===== config.mk =====
export PLATFORM = sky130hd
export DESIGN_NAME = vz_upload
export DESIGN_NICKNAME = d
export VERILOG_FILES = /design/src/rtl/vz_pkg.sv /design/src/rtl/vz_hdr_gen.sv /design/src/rtl/vz_upload.sv
export SDC_FILE = /design/constraint.sdc
export NUM_CORES = 1
export LEC_CHECK = 0
export ABC_AREA = 1
export CAP_MARGIN = 15
export CORE_UTILIZATION = 30
export DETAILED_ROUTE_END_ITERATION = 6
export PLACE_DENSITY = 0.5
export SLEW_MARGIN = 20
export SYNTH_ARGS = -nofsm -noshare
export SYNTH_HDL_FRONTEND = slang
export SYNTH_HIERARCHICAL = 1
export SYNTH_SLANG_ARGS = --single-unit

===== constraint.sdc =====
create_clock -name clk_sys -period 7.9 [get_ports clk_sys]
set_input_delay 1.185 -clock clk_sys [delete_from_list [all_inputs] [get_ports clk_sys]]
set_output_delay 1.185 -clock clk_sys [all_outputs]
set_load 0.02 [all_outputs]

===== src/rtl/vz_pkg.sv =====
// vz_pkg: shared VZ snapshot constants, upload FSM states and header/length helpers.
package vz_pkg;
  localparam logic [31:0] VZ_MAGIC = 32'h565A4630;
  localparam int VZ_HDR_LEN = 24;
  localparam int VZ_NAME_LEN = 17;
  localparam logic [7:0] VZ_TYPE_BASIC = 8'hF0;
  localparam logic [7:0] VZ_TYPE_BIN = 8'hF1;
  typedef enum logic [1:0] {IDLE, PTR, SERVE, FETCH} vz_up_state_t;
  // The name parameter is a right-justified string literal; strip leading NULs so char 0 is the first letter.
  function automatic logic [7:0] name_char(input logic [127:0] f, input int i);
    int n;
    n = 16;
    for (int j = 15; j >= 0; j--) if (n == j + 1 && f[8*j +: 8] == 8'h00) n = j;
    return (i >= 0 && i < n) ? f[8*(n-1-i) +: 8] : 8'h00;
  endfunction
  function automatic logic [15:0] vz_file_len(input logic [15:0] s, input logic [15:0] e);
    logic [16:0] t;
    t = (e > s) ? 17'(e - s) + 17'(VZ_HDR_LEN) : 17'(VZ_HDR_LEN);
    return t[16] ? 16'hFFFF : t[15:0];
  endfunction
endpackage


===== src/rtl/vz_hdr_gen.sv =====
// vz_hdr_gen: combinational VZ header byte generator for offsets 0..23.
module vz_hdr_gen
  import vz_pkg::*;
#(
  parameter logic [127:0] FNAME = {80'h0, "MISTER"}
) (
  input  logic [4:0]  offset,
  input  logic [15:0] start,
  input  logic [7:0]  type_byte,
  output logic [7:0]  hdr_byte
);
  always_comb
    hdr_byte = offset < 5'd4 ? VZ_MAGIC[8*(3-int'(offset)) +: 8] :
               offset < 5'(4 + VZ_NAME_LEN) ? name_char(FNAME, int'(offset) - 4) :
               offset == 5'd21 ? type_byte :
               offset == 5'd22 ? start[7:0] :
               offset == 5'd23 ? start[15:8] : 8'h00;
endmodule


===== src/rtl/vz_upload.sv =====
// vz_upload: streams a VZ snapshot of the BASIC program to the HPS ioctl upload channel.
// Define VZ_UPLOAD_BIN_EN to add bin_sel/bin_start/bin_end for raw binary snapshots.
module vz_upload
  import vz_pkg::*;
#(
  parameter logic [127:0] FNAME = {80'h0, "MISTER"},
  parameter logic [15:0] PTR_START = 16'h78A4,
  parameter logic [15:0] PTR_END = 16'h78F9
) (
  input  logic        clk_sys,
  input  logic        reset,
  input  logic        ioctl_upload,
  input  logic [7:0]  ioctl_index,
  input  logic        ioctl_rd,
  input  logic [15:0] ioctl_addr,
  output logic [7:0]  ioctl_din,
  output logic        ioctl_wait,
`ifdef VZ_UPLOAD_BIN_EN
  input  logic        bin_sel,
  input  logic [15:0] bin_start,
  input  logic [15:0] bin_end,
`endif
  output logic        mem_req,
  output logic [15:0] mem_addr,
  input  logic        mem_ack,
  input  logic [7:0]  mem_data,
  output logic [15:0] file_len,
  output logic        busy
);
  vz_up_state_t state, nxt;
  logic up, up_q, rise, gap, pend, rd_v, hit_hdr, hit_ram, bin_go;
  logic [1:0] cnt;
  logic [7:0] typ, end_lo, hdr;
  logic [15:0] start, faddr, pend_addr, rd_a, b_start, b_end;
`ifdef VZ_UPLOAD_BIN_EN
  assign bin_go = bin_sel;
  assign b_start = bin_start;
  assign b_end = bin_end;
`else
  assign bin_go = 1'b0;
  assign b_start = 16'h0000;
  assign b_end = 16'h0000;
`endif
  assign up = ioctl_upload && ioctl_index == 8'd1;
  assign rise = up && !up_q && !reset;
  // A strobe latched during PTR/FETCH is replayed here as if it had just arrived.
  assign rd_v = ioctl_rd || pend;
  assign rd_a = ioctl_rd ? ioctl_addr : pend_addr;
  assign hit_hdr = rd_a < 16'(VZ_HDR_LEN);
  assign hit_ram = !hit_hdr && rd_a < file_len;
  vz_hdr_gen #(.FNAME(FNAME)) u_hdr (.offset(rd_a[4:0]), .start(start), .type_byte(typ), .hdr_byte(hdr));
  always_ff @(posedge clk_sys or posedge reset)
    if (reset) state <= IDLE;
    else state <= nxt;
  always_comb begin
    nxt = state;
    case (state)
      IDLE:  nxt = rise ? (bin_go ? SERVE : PTR) : IDLE;
      PTR:   nxt = mem_ack ? (!up ? IDLE : cnt == 2'd3 ? SERVE : PTR) : (!up && gap ? IDLE : PTR);
      SERVE: nxt = !up ? IDLE : (rd_v && hit_ram) ? FETCH : SERVE;
      FETCH: nxt = mem_ack ? (up ? SERVE : IDLE) : FETCH;
    endcase
  end
  // gap idles mem_req for one cycle between pointer reads so each is a distinct transaction.
  always_comb begin
    mem_req = (state == PTR && !gap) || state == FETCH;
    mem_addr = state == FETCH ? faddr :
               (state == PTR && !gap) ? (cnt[1] ? PTR_END : PTR_START) + 16'(cnt[0]) : 16'h0000;
    ioctl_wait = up && (state == PTR || state == FETCH || (state == SERVE && rd_v && hit_ram) ||
                        (state == IDLE && rise && !bin_go));
    busy = state != IDLE;
  end
  always_ff @(posedge clk_sys or posedge reset)
    if (reset) begin
      up_q <= 1'b0;
      gap <= 1'b0;
      pend <= 1'b0;
      pend_addr <= '0;
      cnt <= '0;
      typ <= '0;
      end_lo <= '0;
      start <= '0;
      faddr <= '0;
      file_len <= '0;
      ioctl_din <= '0;
    end else begin
      up_q <= up;
      gap <= state == PTR && mem_ack;
      pend <= (state == PTR || state == FETCH) && (pend || ioctl_rd);
      if ((state == PTR || state == FETCH) && ioctl_rd) pend_addr <= ioctl_addr;
      if (state == IDLE && rise) begin
        cnt <= '0;
        start <= bin_go ? b_start : 16'h0000;
        file_len <= bin_go ? vz_file_len(b_start, b_end) : 16'h0000;
        typ <= bin_go ? VZ_TYPE_BIN : VZ_TYPE_BASIC;
      end
      if (state == PTR && mem_ack) begin
        cnt <= cnt + 2'd1;
        if (cnt == 2'd0) start[7:0] <= mem_data;
        if (cnt == 2'd1) start[15:8] <= mem_data;
        if (cnt == 2'd2) end_lo <= mem_data;
        if (cnt == 2'd3) file_len <= vz_file_len(start, {mem_data, end_lo});
      end
      if (state == SERVE && up && rd_v) begin
        if (hit_hdr) ioctl_din <= hdr;
        else if (!hit_ram) ioctl_din <= 8'h00;
        else faddr <= start + rd_a - 16'(VZ_HDR_LEN);
      end
      if (state == FETCH && mem_ack) ioctl_din <= mem_data;
    end
endmodule


==> results_dict.tcl, run 1 <==
set metrics [dict create \
    seq_area_frac_synth_pct 27.9 \
    postCtsSetupBuffers 0 \
    yosysTopAreaCell "dfrtp_1" \
    skew_ns 0.0115 \
    r2r-start "pend_addr[2]" \
    syn_area_um2 7880 \
    p_int_uw 930 \
    die_area_um2 26900 \
    period_share_pct 68.5 \
    tightest_slew_ns 0.905 \
    min_from "ioctl_din[5]" \
    yosys_warnings 6 \
    synthTopCellsByCount "nand2_1, inv_1, ha_1, dfrtp_1, nand3_1" \
    clk_pin_slew_worst_paths_ns 0.07 \
    worst-r2r-cell-count 21 \
    cp_max_fo 22 \
    finalCriticalPeriod_ns 5.41 \
    cts-root-buf "clkbuf_16" \
    cp-start-kind "input pin" \
    cts_buffers 9 \
    synth_area_leaders "dfrtp_1, ha_1, nand2_1" \
    cap_violations 0 \
    async_reset_ff_share_pct 100 \
    grt_max_degree 77 \
    fp.coreArea_um2 25500 \
    drv_slew 0 \
    num_vias 6949 \
    drc 2 \
    synth_most_common_cell "nand2_1" \
    io_buffer_count 79 \
    maxSlewHeadroom_pct 39.6 \
    p_per_area_nw_per_um2 161 \
    required_ns 6.71 \
    fmax_ghz 0.185 \
    cts_tree "done" \
    hold_class "register to register" \
    worstSetupPathType "input pin to output port" \
    synth-seq-cells 88 \
    synthDistinctLibCells 50 \
    crit_chain "clkdlybuf4s50_1, buf_4, inv_2, o21ai_0, buf_4, ha_1, nand2_1, nand2_1, nand2_1, nand2_1, nand2_1, nand2_1, nand2_4, nand3_1, a21oi_1, clkdlybuf4s50_1" \
    rsz0062_at_grt "no" \
    end_kind "output port" \
    hold_ws_ns 0.471 \
    fin_nets 1283 \
    synthCells 1071 \
    setup_viol 0 \
    run_status "finished, violations left" \
    antenna_found_initial 0 \
    clockBufferDepth 2 \
    die_h_um 164 \
    firstDrtPassIters 7 \
    num_antenna_cells 0 \
    cts_max_level 3 \
    p_leak_nw 4.70 \
    gp_congestion 0.881 \
    violations "design-rule violations" \
    die_width_um 164 \
    drt-initial-drc-count 494 \
    combinationalPowerShare_pct 35.2 \
    cp_slowest_cell "clkdlybuf4s50_1" \
    ys.flop_type "dfrtp_1" \
    grt_pass1_wl_um 36800 \
    num_rows 58 \
    p_seq_share_pct 33.8 \
    grt_usage_pct 18.2 \
    first_global_vias 6521 \
    drive_gt1_share_pct 10.6 \
    via_per_inst 4.69 \
    power_frac_clock_pct 31.0 \
    hpwl_um 19200 \
    cts_hold_buf 0 \
    cts-resized-gates 0 \
    synth_edf_count 0 \
    cpMostUsedCell "nand2_1" \
    synth.top_cell.area_share_pct 27.9 \
    sw_frac_of_total_pct 38.0 \
    grt_overflow 0 \
    area_growth_pct 18.1 \
    drt-wirelength-per-cell_um 15.8 \
    tns_ns 0 \
    initial_core_util_pct 30.9 \
    holdPathStages 2 \
    worst_ir_drop_vdd_mv 0.0879 \
    antenna_left 0 \
    syn_avg_cell_area_um2 7.36 \
    arrival_ns 4.23 \
    ios 80 \
    drt-total-wl_um 23500 \
    cts.sinks 88 \
    p_sw_uw 570 \
    crit_start "ioctl_rd" \
    max_stage_delay_ns 0.63 \
    worstSkewPairLatency_ns 0.36 \
    hold_viol_final 0 \
]
## metal layers
layer	up-vias	global-route usage, %	wire length [µm]
met1	3194	25.2	11100
met5	-	0	0
met4	0	4.50	335
met2	152	29.2	10900
li1	3587	-	-
met3	16	2.80	1190
## metrics by stage
stage	power, mW	cell area (µm²)	setup slack (ns)	utilization (%)	instances
6_report	1.50	9310	2.49	36.5	1483
5_1_grt	1.60	9310	2.30	36.5	1483
4_1_cts	1.51	9310	2.47	36.5	1483
3_5_place_dp	1.04	8990	2.48	35.3	1467
3_3_place_gp	1.05	8990	2.54	35.3	1467
2_1_floorplan	0.877	7890	3.27	-	1074
## power groups by stage
stage | Clock (mW) | Combinational (mW) | Sequential, mW
2_1_floorplan | 0 | 0.361 | 0.516
6_report | 0.465 | 0.528 | 0.507
3_5_place_dp | 0 | 0.528 | 0.517
5_1_grt | 0.493 | 0.595 | 0.510
3_3_place_gp | 0 | 0.529 | 0.516
4_1_cts | 0.476 | 0.531 | 0.508
## final timing paths
kind	end	slack, ns
worst min register to register	ioctl_din[5]	0.47
min in group asynchronous	gap	1.12
worst max register to register	ioctl_din[2]	4.94
worst min-delay path	ioctl_din[5]	0.47
worst max-delay path	ioctl_wait	2.49
max in group asynchronous	pend_addr[5]	5.81
## cell families after synthesis
group,count (synthesis),share of synthesized area [%]
buffers and inverters,197,10.4
multiplexers,9,1.29
AND/OR/NAND/NOR,485,29.0
other,1,0.0476
AO/OA/AOI/OAI,172,12.6
adder cells (fa/ha/maj),98,16.4
flip-flops,88,27.9
XOR/XNOR,21,2.33
## sequential cells by signal, summed over array words and instances, names as in the netlist, 2 cells and up
register   flops
faddr         16
state          2
ioctl_din      8
start         16
end_lo         8
cnt            2
pend_addr     16
file_len      16
## cell usage in the layout, fill, tap and decap left out, types with 3 or more instances in the layout
cell             instances
a21oi_1                 64
a31oi_1                  4
buf_4                    4
clkbuf_16                9
clkdlybuf4s50_1         79
conb_1                   4
dfrtp_1                 88
fa_1                     9
ha_1                    89
inv_1                  164
inv_2                    8
mux2_2                   9
nand2_1                247
nand2_2                 34
nand2_4                 12
nand3_1                 86
nand3b_1                 5
nand4_1                  9
nor2_1                  66
nor2_2                   4
nor2_4                   5
nor3_1                   8
o21a_1                  10
o21ai_0                 64
o21ai_2                 17
o21bai_1                 3
xnor2_1                 12
xor2_1                   9
## worst max-delay path: cells and delay by family
| kind | cells | cell delay (ns) |
|---|---|---|
| adders and majority gates | 1 | 0.26 |
| AOI/OAI and AO/OA | 2 | 0.37 |
| buffers and inverters | 5 | 1.81 |
| and+or+nand+nor | 8 | 0.59 |
## area by class of cell
cell class	count	area [µm²]
inverters	176	677
clock buffers	9	225
fillers	2724	16200
multi-input cells	789	4870
clock inverters	7	87.6
well taps	330	413
flip-flops and latches	88	2200
repair buffers	84	832
No activity file was read; power rests on OpenSTA's default activity.
==> run 2, diff against run 1 <==
- clock period: 7.9 -> 5.12 ns (I/O delays scaled with it)
==> results_dict.tcl, run 2 (synthesized netlist as in run 1, its figures left out) <==
set metrics [dict create \
    min_from "ioctl_din[5]" \
    cts.sinks 88 \
    clockBufferDepth 2 \
    cp_slowest_cell "clkdlybuf4s50_1" \
    die_area_um2 26900 \
    worstSetupPathType "input pin to output port" \
    drt-total-wl_um 23500 \
    hpwl_um 19300 \
    maxSlewHeadroom_pct 39.4 \
    tightest_slew_ns 0.909 \
    cts_max_level 3 \
    tns_ns 0 \
    cp-start-kind "input pin" \
    p_sw_uw 888 \
    drive_gt1_share_pct 10.6 \
    final_common_cell "nand2_1" \
    firstDrtPassIters 5 \
    max_stage_delay_ns 0.62 \
    die_h_um 164 \
    cp_max_fo 21 \
    skew_ns 0.00868 \
    grt_usage_pct 17.9 \
    ios 80 \
    hold_end "ioctl_din[5]" \
    initial_core_util_pct 30.9 \
    required_ns 4.35 \
    hold_viol_final 0 \
    antenna_found_initial 0 \
    worst_ir_drop_vdd_mv 0.147 \
    num_antenna_cells 0 \
    seq_area_um2 2200 \
    p_int_mw 1.39 \
    r2r-start "pend_addr[2]" \
    run_status "complete, no violations" \
    p_per_area_nw_per_um2 245 \
    layout_common_cells "nand2_1, inv_1, ha_1, dfrtp_1, nand3_1" \
    postCtsSetupBuffers 0 \
    period_share_pct 86.3 \
    gp_congestion 0.890 \
    drc 0 \
    antenna_left 0 \
    cts-root-buf "clkbuf_16" \
    grt_overflow 0 \
    cts_hold_buf 0 \
    holdPathStages 2 \
    drv_slew 0 \
    p_leak_nw 4.69 \
    finalCriticalPeriod_ns 4.42 \
    reg2reg_setup_slack_ns 2.10 \
    worstSkewPairLatency_ns 0.36 \
    num_vias 7024 \
    multi_input_area_um2 4870 \
    end_kind "output port" \
    p_seq_share_pct 34.2 \
    setup_viol 0 \
    drt-initial-drc-count 426 \
    grt_max_degree 50 \
    crit_chain "clkdlybuf4s50_1, buf_4, nand2_1, o21ai_2, inv_1, ha_1, a21oi_1, nand3b_1, a21oi_1, nor2_4, nand3_1, a21oi_1, clkdlybuf4s50_1" \
    power_frac_clock_pct 29.9 \
    fin_nets 1283 \
    io_buffer_count 79 \
    cts_tree "done" \
    via_per_inst 4.74 \
    cts_buffers 9 \
    first_global_vias 6481 \
    combinationalPowerShare_pct 35.9 \
    cts-resized-gates 0 \
    grt_pass1_wl_um 36200 \
    num_rows 58 \
    drt-wirelength-per-cell_um 15.8 \
    clk_pin_slew_worst_paths_ns 0.07 \
    sw_frac_of_total_pct 39.0 \
    r2r-end "ioctl_din[2]" \
    hold_class "register to register" \
    arrival_ns 3.65 \
    rsz0062_at_grt "no" \
    fmax_ghz 0.226 \
    fp.coreArea_um2 25500 \
    cpMostUsedCell "a21oi_1" \
    nFillCells 2723 \
    die_width_um 164 \
    hold_ws_ns 0.479 \
    cap_violations 0 \
    area_growth_pct 17.9 \
    worst-r2r-cell-count 21 \
]
run 2: cell count changes in the layout (fill, tap and decap cells not counted), sizes merged:
cell / change
clkinvlp: +1
bufinv: -1
run 2: worst max-delay path by stage:
stage | to | cells past startpoint | slack [ns] | start
2_1_floorplan | ioctl_wait | 13 | 1.33 | ioctl_rd
3_3_place_gp | ioctl_wait | 13 | 0.74 | ioctl_rd
3_5_place_dp | ioctl_wait | 13 | 0.70 | ioctl_rd
4_1_cts | ioctl_wait | 13 | 0.68 | ioctl_rd
5_1_grt | ioctl_wait | 13 | 0.53 | ioctl_rd
6_report | ioctl_wait | 13 | 0.70 | ioctl_rd
run 2: metrics by stage:
stage                     setup slack, ns  utilization [%]  cells  area [µm²]  power (mW)
after floorplan                      1.33                -   1074        7890        1.35
after global placement              0.735             35.3   1467        8990        1.61
after detailed placement            0.696             35.3   1467        8990        1.61
after CTS                           0.684             36.5   1483        9290        2.30
after global routing                0.531             36.5   1483        9290        2.42
final                               0.700             36.5   1483        9290        2.28
run 2: layout make-up:
class,instances,share of cell area [%]
clock buffers,9,2.42
inverters,176,7.29
well taps,330,4.44
repair buffers,84,8.91
flip-flops and latches,88,23.7
multi-input cells,789,52.4
clock inverters,7,0.795
run 2: worst max-delay path: cells and delay by family:
family | cells | cell delay [ns]
AOI/OAI and AO/OA | 4 | 0.50
buffers and inverters | 4 | 1.48
and+or+nand+nor | 4 | 0.60
adders and majority gates | 1 | 0.30
run 2: routing by layer:
| metal | wire, µm | GRT usage (%) | vias up |
|---|---|---|---|
| met5 | 0 | 0 | - |
| met4 | 271 | 3.79 | 0 |
| met3 | 972 | 2.78 | 12 |
| met2 | 11300 | 30.5 | 149 |
| met1 | 10900 | 23.6 | 3276 |
| li1 | - | - | 3587 |
run 2: power groups by stage:
stage | clock network [mW] | registers (mW) | logic, mW
finish | 0.680 | 0.779 | 0.818
global route | 0.720 | 0.783 | 0.912
CTS | 0.694 | 0.780 | 0.822
detailed placement | 0 | 0.792 | 0.818
global placement | 0 | 0.794 | 0.817
floorplan | 0 | 0.796 | 0.557
